### config.mk
export PLATFORM = sky130hd
export DESIGN_NAME = switch_debounce
export DESIGN_NICKNAME = d
export VERILOG_FILES = /design/src/rtl/switch_debounce.sv
export SDC_FILE = /design/constraint.sdc
export NUM_CORES = 1
export LEC_CHECK = 0
export BUFFER_PORTS_ARGS = -buffer_cell sky130_fd_sc_hd__clkbuf_2
export CAP_MARGIN = 20
export CORE_UTILIZATION = 40
export CTS_BUF_LIST = sky130_fd_sc_hd__clkbuf_4 sky130_fd_sc_hd__clkbuf_8 sky130_fd_sc_hd__clkbuf_16
export DETAILED_ROUTE_END_ITERATION = 10
export PLACE_DENSITY = 0.54
export REMOVE_ABC_BUFFERS = 1
export SLEW_MARGIN = 20
export SYNTH_ARGS = -nofsm -noshare
export SYNTH_HDL_FRONTEND = slang
export SYNTH_SLANG_ARGS = --single-unit
### constraint.sdc
create_clock -name clk -period 4.2 [get_ports clk]
set_input_delay 0.84 -clock clk [delete_from_list [all_inputs] [get_ports clk]]
set_output_delay 0.84 -clock clk [all_outputs]
set_load 0.03 [all_outputs]
### src/rtl/switch_debounce.sv
// rtl/switch_debounce.sv - multi-channel switch debouncer; SWITCH_DEBOUNCE_CHANGE_PULSE_EN enables sw_changed pulses
module switch_debounce #(
  parameter int WIDTH           = 4,
  parameter int DEBOUNCE_CYCLES = 1000000
) (
  input  logic             clk,
  input  logic             rst_n,
  input  logic [WIDTH-1:0] sw,
  output logic [WIDTH-1:0] sw_clean,
  output logic             sw_settled,
  output logic [WIDTH-1:0] sw_changed
);

  // Counter only ever reaches DEBOUNCE_CYCLES-1, so $clog2 bits always suffice.
  localparam int CW = $clog2(DEBOUNCE_CYCLES);
  localparam logic [CW-1:0] CNT_ONE  = CW'(1);
  localparam logic [CW-1:0] CNT_LAST = CW'(DEBOUNCE_CYCLES - 1);

  typedef enum logic {
    IDLE    = 1'b0,
    PENDING = 1'b1
  } state_t;

  logic [WIDTH-1:0] sync1;
  logic [WIDTH-1:0] sync2;
  state_t           state_q [WIDTH];
  state_t           state_d [WIDTH];
  logic [CW-1:0]    cnt_q   [WIDTH];
  logic [CW-1:0]    cnt_d   [WIDTH];
  logic [WIDTH-1:0] clean_d;
  logic             settled_d;

  // Two-flop synchronizer on every raw switch bit.
  always_ff @(posedge clk or negedge rst_n) begin
    if (!rst_n) begin
      sync1 <= '0;
      sync2 <= '0;
    end else begin
      sync1 <= sw;
      sync2 <= sync1;
    end
  end

  // Per-channel state register: FSM state, run-length counter and accepted level.
  always_ff @(posedge clk or negedge rst_n) begin
    if (!rst_n) begin
      for (int i = 0; i < WIDTH; i++) begin
        state_q[i] <= IDLE;
        cnt_q[i]   <= '0;
      end
      sw_clean <= '0;
    end else begin
      for (int i = 0; i < WIDTH; i++) begin
        state_q[i] <= state_d[i];
        cnt_q[i]   <= cnt_d[i];
      end
      sw_clean <= clean_d;
    end
  end

  // Next-state logic: a mismatch must persist for DEBOUNCE_CYCLES uninterrupted
  // cycles; any matching cycle drops back to IDLE so the count restarts.
  always_comb begin
    clean_d = sw_clean;
    for (int i = 0; i < WIDTH; i++) begin
      state_d[i] = state_q[i];
      cnt_d[i]   = cnt_q[i];
      case (state_q[i])
        IDLE: begin
          if (sync2[i] != sw_clean[i]) begin
            state_d[i] = PENDING;
            cnt_d[i]   = CNT_ONE;
          end else begin
            cnt_d[i] = '0;
          end
        end
        PENDING: begin
          if (sync2[i] == sw_clean[i]) begin
            state_d[i] = IDLE;
            cnt_d[i]   = '0;
          end else if (cnt_q[i] == CNT_LAST) begin
            clean_d[i] = sync2[i];
            state_d[i] = IDLE;
            cnt_d[i]   = '0;
          end else begin
            cnt_d[i] = cnt_q[i] + CNT_ONE;
          end
        end
        default: begin
          state_d[i] = IDLE;
          cnt_d[i]   = '0;
        end
      endcase
    end
  end

  // Output logic: settled reflects the current (registered) channel states.
  always_comb begin
    settled_d = 1'b1;
    for (int i = 0; i < WIDTH; i++) begin
      if (state_q[i] == PENDING) settled_d = 1'b0;
    end
  end

  // Settled flag register; reset means nothing is pending.
  always_ff @(posedge clk or negedge rst_n) begin
    if (!rst_n) sw_settled <= 1'b1;
    else        sw_settled <= settled_d;
  end

`ifdef SWITCH_DEBOUNCE_CHANGE_PULSE_EN
  logic [WIDTH-1:0] changed_d;

  // Change pulse lines up with the cycle sw_clean first shows its new value.
  always_comb begin
    changed_d = clean_d ^ sw_clean;
  end

  // Change pulse register.
  always_ff @(posedge clk or negedge rst_n) begin
    if (!rst_n) sw_changed <= '0;
    else        sw_changed <= changed_d;
  end
`else
  assign sw_changed = '0;
`endif

endmodule

==> summary.md <==
| Metric | Value |
|---|---|
| Pwr Density | `361 nW/µm²` |
| Synth Warn # | `0` |
| Cts hold-fix bufs | `0` |
| I/O pin total | `15` |
| Proportion of synthesized area in mux cells | `0.959%` |
| Die Height | `110 µm` |
| DIE AREA | `12200 µm²` |
| Endpoints failing hold | `0` |
| Chip width | `110 µm` |
| Synth Flop Type | `dfrtp_1` |
| Data required time of the critical path | `4.43 ns` |
| DRT iter0 DRCs | `133` |
| FILL cells | `1108` |
| Initial core utilization | `41.1%` |
| PostCTS Resize Cnt | `0` |
| Status | `complete, no violations` |
| Avg Cell Area, Syn | `9.89 µm²` |
| Final TNS setup | `0 ns` |
| Synth-to-layout area growth | `10.5%` |
| Setup Skew | `0.00557 ns` |
| Critical path fanouts, max | `7` |
| Vias | `3398` |
| RSZ-0062 raised after global routing | `no` |
| # DRC | `0` |
| Ant diodes | `0` |
| Worst Max-Slew Pin Slew | `0.638 ns` |
| Worst EP arrival | `2.35 ns` |
| Vias in the first global route | `3297` |
| Max-Slew Margin vs Limit | `57.4%` |
| Async S/R FF share, synth | `100%` |
| Worst setup path class | `reg2reg` |
| Clk pwr share | `45.9%` |
| I/O Buffers | `10` |
| First-pass DRT Iterations | `4` |
| Final instance area | `5190 µm²` |
| CTS tree | `built` |
| Main combinational cell family by area after synthesis | `simple AND/OR/NAND/NOR gates` |
| Slowest CP cell | `or4_1` |
| Fin. max-slew vios | `0` |
| Comb power frac | `3.2%` |
| Root buffer cell | `clkbuf_16` |
| Clk sinks | `97` |
| Share of cells above drive strength 1 | `8.37%` |
| Cell variety after synth | `40` |
| Core Rows | `39` |
| Cell Int Power | `0.00146 W` |
| Core Box Area | `11400 µm²` |
| Yosys reg bits | `97` |
| Worst path cell trace | `or4_1 -> or3_1 -> nor3_2 -> mux2_2` |
| Synth Area in XOR/XNOR | `10.1%` |
| Nets@finish | `495` |
| Sw Pwr | `0.000417 W` |
| Total GRT Usage | `17.1%` |
| Largest net degree at the start of global routing | `37` |
| Worst-path clk slew | `0.07 ns` |
| Worst vdd ir | `0.291 mV` |
| Grt ovf | `0` |
| Sequential share of power | `50.9%` |
| Initial antenna violation count | `0` |
| Adder-cell share of the synthesized area | `1.07%` |
| Simple-Gate Fraction of Synth Area | `26.7%` |
| CP endpoint kind | `flip-flop` |
| GPL Wtd Cong | `0.754` |
| Post-synth EDFFs | `0` |
| Final Cycle Share | `50.3%` |
| WHS | `0.347 ns` |
| Seq/Total Area, Yosys | `51.7%` |
| Max-cap violations | `0` |
| Detail Route Antenna Nets | `0` |
| Placed cell area | `4880 µm²` |
| CP max stage delay | `0.53 ns` |
| Clock Tree Buf Depth | `2` |
| First-pass GRT wire length | `15900 µm` |
| Final wirelength | `9070 µm` |
| Hold Crit Class | `reg2reg` |
| Clk_lat worst skew | `0.35 ns` |
| CTS buffer count | `9` |
| # Post-CTS Setup Buffers | `0` |
| Fmax | `473 MHz` |
| Crit path launch type | `flip-flop` |
| Vias per std cell | `5.37` |
| Switching share of power | `22.2%` |
| Routed len/inst | `14.3 µm` |
| # setup viols final | `0` |
| Mapped Area | `4700 µm²` |
| Cells after Synth | `475` |
| Htree depth | `3` |
| Synth Area in Compound Gates | `6.26%` |
| Post-layout min period | `2.11 ns` |
| DP Wirelength | `6020 µm` |
| Leakage power | `2.02 nW` |
==> routing by layer <==
layer / share of wire [%] / vias up / GRT usage [%]
met4: 1.1 / 0 / 4.51
li1: - / 1696 / -
met5: 0 / - / 0
met1: 49 / 1669 / 23.2
met3: 3.0 / 6 / 5.06
met2: 47 / 27 / 26.8
==> Yosys cell counts, types with 8 or more instances <==
master     n  area, µm²
clkbuf_1   8       30.0
dfrtp_1   96       2400
o31ai_1    8       60.1
nor4_1    11       68.8
nand4_1   23        144
nand3_1   27        135
or3_1     14       87.6
nor2_1    64        240
or4_1     13       97.6
inv_1     16       60.1
nand2_1   31        116
nor3_1    12       60.1
and3_1     9       56.3
o21ai_0   13       65.1
a21oi_1   22        110
xor2_1    23        201
xnor2_1   31        272
==> power by group through the flow <==
stage / registers (W) / clock network (W) / logic, W
2_1_floorplan: 0.000970 / 0 / 0.0000284
3_3_place_gp: 0.000972 / 0 / 0.0000615
3_5_place_dp: 0.000972 / 0 / 0.0000618
4_1_cts: 0.000954 / 0.000894 / 0.0000619
5_1_grt: 0.000955 / 0.000918 / 0.0000703
6_report: 0.000954 / 0.000861 / 0.0000593
==> metrics by stage <==
step	util (%)	instances	worst slack (ns)	total power, W
after floorplan	-	460	2.19	0.000999
after global placement	42.7	617	2.10	0.00103
after detailed placement	42.7	617	2.09	0.00103
after CTS	45.5	633	2.09	0.00191
after global routing	45.5	633	1.94	0.00194
final	45.5	633	2.09	0.00187
==> placed cells by master (no fill, tap or decap), types with 2 or more instances in the layout <==
master | netlist | final
nor3_1 | 12 | 12
nor3b_1 | 2 | 2
and4_1 | 7 | 7
nor4b_1 | 5 | 5
mux2_2 | 4 | 4
clkbuf_2 | 0 | 9
conb_1 | 1 | 4
or4_1 | 13 | 13
clkbuf_16 | 0 | 9
ha_1 | 4 | 4
a211oi_1 | 3 | 3
nand4bb_1 | 2 | 2
xor2_1 | 23 | 23
buf_4 | 5 | 5
nand4_1 | 23 | 23
or3_1 | 14 | 14
o21ai_0 | 13 | 13
clkbuf_8 | 0 | 2
inv_1 | 16 | 16
nand2_1 | 31 | 31
nor4_1 | 11 | 11
inv_6 | 0 | 2
dfrtp_1 | 96 | 96
nand3_1 | 27 | 27
o21ai_1 | 2 | 2
a21oi_1 | 22 | 22
xnor2_1 | 31 | 31
o31ai_1 | 8 | 8
and2_1 | 4 | 4
and3_1 | 9 | 9
nor2_1 | 64 | 64
==> worst paths after layout <==
kind	start	to	slack [ns]	cells past startpoint
setup / recovery	cnt_q[70]	sw_clean[0]	2.09	4
hold / removal	sync1[0]	sync2[0]	0.35	0
setup reg to reg	cnt_q[70]	sw_clean[0]	2.09	4
hold reg to reg	sync1[0]	sync2[0]	0.35	0
max in group asynchronous	rst_n	cnt_q[33]	2.93	2
min in group asynchronous	rst_n	cnt_q[58]	0.44	1
==> cells by family after synthesis <==
logic type,after synthesis
flip-flops,97
buffers and inverters,34
other,1
AND/OR/NAND/NOR,231
adder cells (fa/ha/maj),4
AO/OA/AOI/OAI,50
multiplexers,4
XOR/XNOR,54
==> registers in the layout (all words and copies together) (netlist names) <==
| name | cells |
|---|---|
| cnt_q | 80 |
| state_q | 4 |
| sw_clean | 4 |
| sw_settled | 1 |
| sync1 | 4 |
| sync2 | 4 |
==> critical path: cells and delay by family (launching register included) <==
family	cells	cell delay, ns
simple gates	3	1.20
flops	1	0.45
mux	1	0.36
==> layout make-up <==
cell class	instances	area [µm²]	share of cell area (%)
inverter	16	60.1	1.16
clock buffer	11	253	4.87
multi-input combinational	347	2130	41.0
sequential	97	2430	46.8
timing repair buffer	14	82.6	1.59
clock inverter	5	61.3	1.18
tap	143	179	3.44
Power figures use the tool's default switching activity.
